**src/rtl/muldiv_hilo_unit.sv**
```systemverilog
// Multicycle multiply/divide unit that owns the HI/LO registers.
// Shift-add multiply and restoring divide, one bit per cycle, sign fix-up in a final cycle.
module muldiv_hilo_unit #(
  parameter int WIDTH = 32
) (
  input  logic             clock,
  input  logic             reset,
  input  logic             start,
  input  logic [2:0]       op,
  input  logic [WIDTH-1:0] rs_data,
  input  logic [WIDTH-1:0] rt_data,
  output logic             busy,
  output logic             done,
  output logic             div_by_zero,
  output logic [WIDTH-1:0] hi,
  output logic [WIDTH-1:0] lo
);

  // state  | meaning
  // S_IDLE | waiting for start
  // S_MUL  | shift-add multiply, one bit per cycle
  // S_DIV  | restoring divide, one quotient bit per cycle
  // S_FIX  | apply result signs, write hi/lo
  // S_DONE | one-cycle done pulse
  typedef enum logic [2:0] {S_IDLE, S_MUL, S_DIV, S_FIX, S_DONE} state_t;

  localparam int CW = $clog2(WIDTH + 1);

  state_t             r_state;
  logic [CW-1:0]      r_cnt;
  logic [2*WIDTH-1:0] r_acc;
  logic [WIDTH-1:0]   r_opb;
  logic               r_is_div;
  logic               r_neg_q;
  logic               r_neg_r;
  logic [WIDTH-1:0]   r_hi;
  logic [WIDTH-1:0]   r_lo;
  logic               r_busy;
  logic               r_done;
  logic               r_dz;

  logic               w_signed;
  logic               w_rs_neg;
  logic               w_rt_neg;
  logic [WIDTH-1:0]   w_abs_rs;
  logic [WIDTH-1:0]   w_abs_rt;
  logic [WIDTH:0]     w_mul_sum;
  logic [WIDTH:0]     w_div_trial;
  logic [WIDTH:0]     w_div_diff;
  logic               w_div_ge;
  logic [2*WIDTH-1:0] w_prod;
  logic [WIDTH-1:0]   w_quo;
  logic [WIDTH-1:0]   w_rem;

  assign w_signed = ~op[0];
  assign w_rs_neg = w_signed & rs_data[WIDTH-1];
  assign w_rt_neg = w_signed & rt_data[WIDTH-1];
  assign w_abs_rs = w_rs_neg ? (~rs_data + 1'b1) : rs_data;
  assign w_abs_rt = w_rt_neg ? (~rt_data + 1'b1) : rt_data;

  // Multiply: acc = {partial product, remaining multiplier bits}, shifted right each step.
  assign w_mul_sum = {1'b0, r_acc[2*WIDTH-1:WIDTH]} + (r_acc[0] ? {1'b0, r_opb} : '0);

  // Divide: acc = {remainder, dividend bits not yet consumed}, shifted left each step.
  assign w_div_trial = r_acc[2*WIDTH-1:WIDTH-1];
  assign w_div_diff  = w_div_trial - {1'b0, r_opb};
  assign w_div_ge    = ~w_div_diff[WIDTH];

  assign w_prod = r_neg_q ? (~r_acc + 1'b1) : r_acc;
  assign w_quo  = r_neg_q ? (~r_acc[WIDTH-1:0] + 1'b1) : r_acc[WIDTH-1:0];
  assign w_rem  = r_neg_r ? (~r_acc[2*WIDTH-1:WIDTH] + 1'b1) : r_acc[2*WIDTH-1:WIDTH];

  always_ff @(posedge clock or negedge reset) begin
    if (!reset) begin
      r_state  <= S_IDLE;
      r_cnt    <= '0;
      r_acc    <= '0;
      r_opb    <= '0;
      r_is_div <= 1'b0;
      r_neg_q  <= 1'b0;
      r_neg_r  <= 1'b0;
      r_hi     <= '0;
      r_lo     <= '0;
      r_busy   <= 1'b0;
      r_done   <= 1'b0;
      r_dz     <= 1'b0;
    end else begin
      r_done <= 1'b0;
      r_dz   <= 1'b0;
      case (r_state)
        S_IDLE: begin
          if (start) begin
            case (op)
              3'b000, 3'b001, 3'b010, 3'b011: begin
                if (op[1] && (rt_data == '0)) begin
                  r_state <= S_DONE;
                  r_done  <= 1'b1;
                  r_dz    <= 1'b1;
                end else begin
                  r_acc    <= op[1] ? {{WIDTH{1'b0}}, w_abs_rs} : {{WIDTH{1'b0}}, w_abs_rt};
                  r_opb    <= op[1] ? w_abs_rt : w_abs_rs;
                  r_neg_q  <= w_rs_neg ^ w_rt_neg;
                  r_neg_r  <= w_rs_neg;
                  r_is_div <= op[1];
                  r_cnt    <= CW'(WIDTH);
                  r_busy   <= 1'b1;
                  r_state  <= op[1] ? S_DIV : S_MUL;
                end
              end
              3'b100: begin
                r_hi    <= rs_data;
                r_state <= S_DONE;
                r_done  <= 1'b1;
              end
              3'b101: begin
                r_lo    <= rs_data;
                r_state <= S_DONE;
                r_done  <= 1'b1;
              end
              default: ;
            endcase
          end
        end
        S_MUL: begin
          r_acc <= {w_mul_sum, r_acc[WIDTH-1:1]};
          r_cnt <= r_cnt - 1'b1;
          if (r_cnt == CW'(1)) r_state <= S_FIX;
        end
        S_DIV: begin
          r_acc <= {(w_div_ge ? w_div_diff[WIDTH-1:0] : w_div_trial[WIDTH-1:0]),
                    r_acc[WIDTH-2:0], w_div_ge};
          r_cnt <= r_cnt - 1'b1;
          if (r_cnt == CW'(1)) r_state <= S_FIX;
        end
        S_FIX: begin
          if (r_is_div) begin
            r_hi <= w_rem;
            r_lo <= w_quo;
          end else begin
            r_hi <= w_prod[2*WIDTH-1:WIDTH];
            r_lo <= w_prod[WIDTH-1:0];
          end
          r_busy  <= 1'b0;
          r_done  <= 1'b1;
          r_state <= S_DONE;
        end
        S_DONE: r_state <= S_IDLE;
        default: r_state <= S_IDLE;
      endcase
    end
  end

  assign busy        = r_busy;
  assign done        = r_done;
  assign div_by_zero = r_dz;
  assign hi          = r_hi;
  assign lo          = r_lo;

endmodule

```
**config.mk**
```make
export PLATFORM = sky130hd
export DESIGN_NAME = muldiv_hilo_unit
export DESIGN_NICKNAME = d
export VERILOG_FILES = /design/src/rtl/muldiv_hilo_unit.sv
export SDC_FILE = /design/constraint.sdc
export NUM_CORES = 1
export LEC_CHECK = 0
export CAP_MARGIN = 40
export CORE_AREA = 8 8 182 184
export DETAILED_ROUTE_END_ITERATION = 7
export DIE_AREA = 0 0 190 192
export PLACE_DENSITY = 0.7
export REMOVE_ABC_BUFFERS = 1
export SYNTH_ARGS = -nofsm -noshare
export SYNTH_HDL_FRONTEND = slang
export SYNTH_SLANG_ARGS = --single-unit
```
**constraint.sdc**
```tcl
create_clock -name clock -period 3.65 [get_ports clock]
set_input_delay 0.365 -clock clock [delete_from_list [all_inputs] [get_ports clock]]
set_output_delay 0.365 -clock clock [all_outputs]
set_load 0.01 [all_outputs]
```
Word-level counts from Yosys, hierarchy flattened
Cells that the tools add are included.
{"block": "op_classes", "addsub": 8, "n_bitwise": 11, "n_mux": 42, "n_reduce_logical": 17, "n_eq_ne": 16}
{"cell": "$mux W32", "n": 14}
{"cell": "$mux W64", "n": 4}
{"cell": "$pmux W64 S3", "n": 1}
{"cell": "$add A32 B1 Y32 const B", "n": 4}
{"cell": "$not A32 Y32", "n": 4}
{"cell": "$pmux W32 S2", "n": 2}
{"cell": "$add A64 B1 Y64 const B", "n": 1}
{"cell": "$not A64 Y64", "n": 1}
{"cell": "$add A32 B32 Y33", "n": 1}
{"cell": "$sub A33 B32 Y33", "n": 1}
{"cell": "$logic_not A32 Y1", "n": 1}
{"cell": "$mux W6", "n": 3}
{"cell": "$reduce_and A4 Y1", "n": 4}
{"cell": "$eq A3 B2 Y1 const B", "n": 4}
{"cell": "$pmux W6 S2", "n": 1}
{"cell": "$mux W3", "n": 3}
{"cell": "$pmux W3 S3", "n": 1}
{"cell": "$reduce_and A3 Y1", "n": 3}
{"cell": "$mux W1", "n": 8}
{"cell": "$ne A2 B1 Y1 const B", "n": 4}
{"cell": "$eq A3 B1 Y1 const B", "n": 2}
{"cell": "$eq A3 B3 Y1 const B", "n": 2}
{"cell": "$eq A6 B1 Y1 const B", "n": 1}
{"cell": "$logic_not A3 Y1", "n": 2}
{"cell": "other kinds (14)", "n": 22}
{"block": "totals", "word_cells": 106, "input_bits": 70, "reg_bits": 175}

Longest topological paths before layout
{"block": "logic_depth", "ltp_word": 8, "mapped_depth": 14, "depth_no_buf": 12}

Least setup slack after synthesis
Ideal clock, no wire load.
{"block": "synth_path", "kind": "register -> register", "start": "register r_acc[0]", "end": "register r_acc[63]", "setup_slack_ps": 395, "path_stages_with_launch": 14, "synth_period_minus_slack_ps": 3255, "arrival_time_ps": 3129, "setup_ps": 126, "n_path_buf": 1, "path_cell_list": "dfrtp_1 -> inv_1 -> buf_1 -> nor2_1 -> fa_1 -> a21oi_1 -> o211ai_1 -> o211ai_1 -> a211oi_1 -> o21ai_0 -> or3b_2 -> a31oi_1 -> o21ai_0 -> a311o_1"}
{"block": "synth_via", "elab_chain_len": 3}
{"element": "from (decl)", "line_no": "31", "source": "logic [2*WIDTH-1:0] r_acc;"}
{"element": "from (signal assigned)", "line_no": "100", "source": "r_acc <= op[1] ? {{WIDTH{1'b0}}, w_abs_rs} : {{WIDTH{1'b0}}, w_abs_rt};"}
{"element": "from (signal assigned)", "line_no": "125", "source": "r_acc <= {w_mul_sum, r_acc[WIDTH-1:1]};"}
{"element": "from (signal assigned)", "line_no": "130", "source": "r_acc <= {(w_div_ge ? w_div_diff[WIDTH-1:0] : w_div_trial[WIDTH-1:0]),"}
{"element": "$mux W32", "line_no": "62", "source": "assign w_mul_sum = {1'b0, r_acc[2*WIDTH-1:WIDTH]} + (r_acc[0] ? {1'b0, r_opb} : '0);"}
{"element": "$add A32 B32 Y33", "line_no": "62"}
{"element": "$pmux W64 S3", "line_no": "90", "source": "case (r_state)"}
Every way passes these cells.
A chain may end at the register's enable or synchronous reset.

Final worst setup path
Ends and elaborated chain as after synthesis.

==> PnR_summary.wiki <==
{| class="wikitable"
! Metric !! Value
|-
| Run status || complete, no violations
|-
| Setup-failing EPs final || 0
|-
| Filler cell count || about 2,800
|-
| Number of antenna violations at the first check in global routing || 0
|-
| R2R depth || 13
|-
| Leak Pwr || roughly 7.6 nW
|-
| Sinks on the clock net || roughly 180
|-
| Max Freq || 288 MHz
|-
| CTS max path bufs || 2
|-
| Clock latency reported for the late side of the worst-skew pair || about 0.45 ns
|-
| WHS Path Cells || 3
|-
| Primary FF master, synth || sky130_fd_sc_hd__dfrtp_1
|-
| R2R Path End || r_acc[63]
|-
| Final worst path period need || 3.47 ns
|-
| Most common cell on crit path || sky130_fd_sc_hd__o211ai_1
|-
| Total clock buffers created by CTS || 17
|-
| RePlAce Congestion || 0.990
|-
| Startpoint Class || register
|-
| Commonest cells after routing, fill and taps aside || sky130_fd_sc_hd__nor2_1 (216), sky130_fd_sc_hd__nand2_1 (204), sky130_fd_sc_hd__a21oi_1 (188)
|-
| Io pins || around 140
|-
| Peak per-stage delay on the critical path || between 0.4 and 0.5 ns
|-
| CP Max Fanout || 3
|-
| Number of nets with antenna violations after detailed routing || 0
|-
| Syn-to-layout area delta || 21.9%
|-
| Die W || approximately 190 um
|-
| Initial Utilization || between 40% and 50%
|-
| Final Core Density || around 60%
|-
| Placed cell count || between 2,000 and 2,500
|-
| Kind of cell adding the most delay to the critical path || compound AO/OA/AOI/OAI gates
|-
| Estimated wirelength of the detail-placed design || between 40 and 50 mm
|-
| Average vias per placed instance || 6.27
|-
| Headroom to the max-slew limit || 32.8%
|-
| Final routed wire length divided by cell count || approximately 22 um
|-
| Synth async-reset ratio || between 90% and 100%
|-
| Hold Crit Class || input pin to register
|-
| Iteration count of the initial detailed-routing pass || 8
|-
| Post-Syn Area || roughly 15,000 sq um
|-
| Core ar. || about 30,000 sq um
|-
| Critical Path End Type || register
|-
| Antenna cell count || 0
|-
| Overall routed net length || approximately 55 mm
|-
| Footprint of the flip-flops and latches || approximately 4400 sq um
|-
| Syn_area_per_cell || just under 8 sq um
|-
| RR Startpoint || r_acc[0]
|-
| Sequential element share of the synthesized area || about 30%
|-
| Vertical die dimension || 192 um
|-
| Initial drt markers || approximately 1,900
|-
| Power, Total || ~19 mW
|-
| Critical-path top delay cell || sky130_fd_sc_hd__or3b_2
|-
| R2R Setup Slk || between 0.15 and 0.2 ns
|-
| Post-route insts no fill || 2,532
|-
| CTS tree || done
|-
| Flip-flop and latch count after synthesis || 175
|-
| Endpoints failing hold || 0
|-
| First-pass GRT wire length || 85.2 mm
|-
| Tightest hold margin || around 0.28 ns
|-
| Multi-input logic area || 9790 sq um
|-
| Layout cell share with drive strength beyond 1 || between 10% and 20%
|-
| Maximum vdd drop || 0.624 mV
|-
| Worst hold path startpoint || op[1]
|-
| Overall global routing resource usage || 29.6%
|-
| Warnings, synthesis || 0
|-
| Final slew viol count || 0
|-
| Cells after synthesis || ~1,900
|-
| Number of distinct standard cells referenced by the synthesized netlist || between 80 and 90
|-
| Die area || 36,500 sq um
|-
| CTS Root Cell || sky130_fd_sc_hd__clkbuf_16
|-
| H-Tree Depth || 4
|-
| Port buffer count || approximately 140
|-
| Total overflow reported by the global router || 0
|-
| Most common library cell in the layout ignoring fill and taps || sky130_fd_sc_hd__nor2_1
|-
| Number of global-route vias before repair || between 15,000 and 20,000
|-
| Final net count || 2,265
|-
| PD cells || 1030 nW/um^2
|-
| Post-CTS setup buffers || 0
|-
| Slew at the pin closest to its max-slew limit || slightly above 1 ns
|-
| Skew final || around 0.0078 ns
|-
| Cell-by-cell trace of the critical path || and2_1 > ha_1 > fa_1 > a21oi_2 > o211ai_1 > o211ai_1 > a211oi_1 > buf_4 > o21ai_1 > or3b_2 > a31oi_1 > o21ai_0 > a311o_1
|-
| Number of enable-type register cells in the synthesized netlist || 0
|-
| Number of max-cap violations || 0
|-
| Number of buffers and inverters on the critical path || 1
|-
| Worst setup path class || register to register
|-
| Worst EP arrival || 3.81 ns
|-
| Required @ worst endpoint || around 4 ns
|-
| Final critical-path share of the clock period || a little over nine tenths
|-
| Residual DRC count || 0
|-
| Placement Rows || 64
|-
| Pin count of the biggest net entering global routing || about 100
|-
| Clock input transition at the sequential cells of the worst setup and hold paths || approximately 0.070 ns
|-
| RSZ-0062 raised after global routing || no
|-
| Count of vias placed by the detailed router || between 15,000 and 20,000
|-
| Hold endpoint || r_opb[30]
|}
worst max-delay path by stage:
stage	start	depth (start not counted)	slack, ns	end
after floorplan	r_state[1]	5	-1.23	r_neg_q
after global placement	rt_data[7]	11	0.11	r_opb[26]
after detailed placement	rt_data[7]	11	0.06	r_opb[26]
after CTS	r_acc[0]	15	0.07	r_acc[63]
after global routing	r_opb[0]	14	0.02	r_acc[59]
final	r_acc[0]	13	0.18	r_acc[63]
Yosys cell counts, types with 16 or more instances:
master / number / area [sq um]
sky130_fd_sc_hd__nor4_1: 29 / 181
sky130_fd_sc_hd__nor3_1: 37 / 185
sky130_fd_sc_hd__inv_1: 65 / 244
sky130_fd_sc_hd__nand2b_1: 20 / 125
sky130_fd_sc_hd__o31ai_1: 22 / 165
sky130_fd_sc_hd__o22ai_1: 33 / 206
sky130_fd_sc_hd__a31oi_1: 16 / 100
sky130_fd_sc_hd__xor2_1: 73 / 639
sky130_fd_sc_hd__ha_1: 70 / 876
sky130_fd_sc_hd__clkbuf_1: 101 / 379
sky130_fd_sc_hd__o211ai_1: 18 / 135
sky130_fd_sc_hd__a21oi_1: 189 / 946
sky130_fd_sc_hd__a22oi_1: 36 / 270
sky130_fd_sc_hd__xnor2_1: 99 / 867
sky130_fd_sc_hd__dfrtp_1: 175 / 4380
sky130_fd_sc_hd__nor2_1: 217 / 815
sky130_fd_sc_hd__a21o_1: 26 / 195
sky130_fd_sc_hd__a221oi_1: 29 / 254
sky130_fd_sc_hd__nand4_1: 16 / 100
sky130_fd_sc_hd__a211oi_1: 27 / 203
sky130_fd_sc_hd__nand3_1: 25 / 125
sky130_fd_sc_hd__o21ai_0: 186 / 931
sky130_fd_sc_hd__nand2_1: 204 / 766
metrics by stage:
stage | worst slack [ns] | TNS (ns) | area (sq um)
2_1_floorplan | -1.23 | -86.44 | 14400
3_3_place_gp | 0.115 | 0 | 17500
3_5_place_dp | 0.0627 | 0 | 17600
4_1_cts | 0.0730 | 0 | 18200
5_1_grt | 0.0150 | 0 | 18200
6_report | 0.175 | 0 | 18200
cells by family after synthesis:
logic type | synth area share, %
xor+xnor | 10.1
flops | 29.3
mux | 0.679
simple gates | 19.2
fa+ha+maj | 6.14
compound gates | 29.3
buf+inv | 5.34
metal layers:
layer / wire [um] / GRT usage (%)
met1: 23000 / 39.1
met5: 0 / 0
met4: 2170 / 12.1
met3: 5050 / 5.57
met2: 24600 / 47.1
layout make-up:
| type | count | area share (%) |
|---|---|---|
| Clock inverter | 13 | 0.825 |
| Inverter | 66 | 1.36 |
| Sequential cell | 175 | 24.1 |
| Clock buffer | 19 | 2.49 |
| Timing Repair Buffer | 294 | 14.7 |
| Tap cell | 396 | 2.72 |
| Multi-Input combinational cell | 1569 | 53.8 |
state kept, by name, indices dropped and copies added, names as in the netlist:
signal,flops
r_neg_q,1
r_state,3
r_is_div,1
r_opb,32
busy,1
r_neg_r,1
div_by_zero,1
r_acc,64
r_cnt,6
lo,32
done,1
hi,32
worst register-to-register path, stage by stage, from the launching register on:
cell and delay (ns):
sky130_fd_sc_hd__dfrtp_1 0.40, sky130_fd_sc_hd__and2_1 0.15, sky130_fd_sc_hd__ha_1 0.22, sky130_fd_sc_hd__fa_1 0.43, sky130_fd_sc_hd__a21oi_2 0.22, sky130_fd_sc_hd__o211ai_1 0.16
sky130_fd_sc_hd__o211ai_1 0.17, sky130_fd_sc_hd__a211oi_1 0.13, sky130_fd_sc_hd__buf_4 0.17, sky130_fd_sc_hd__o21ai_1 0.19, sky130_fd_sc_hd__or3b_2 0.49, sky130_fd_sc_hd__a31oi_1 0.18
sky130_fd_sc_hd__o21ai_0 0.11, sky130_fd_sc_hd__a311o_1 0.33
where the power goes:
group,switching (mW),internal (mW)
clock,0.872,1.06
combinational,7.60,5.52
sequential,0.895,2.86
what timing repair did:
item,CTS,global route
resized for setup,0,5
hold endpoints to repair,45,0
hold buffers,1,0
setup endpoints to repair,0,2
No activity file was read; power rests on OpenSTA's default activity.
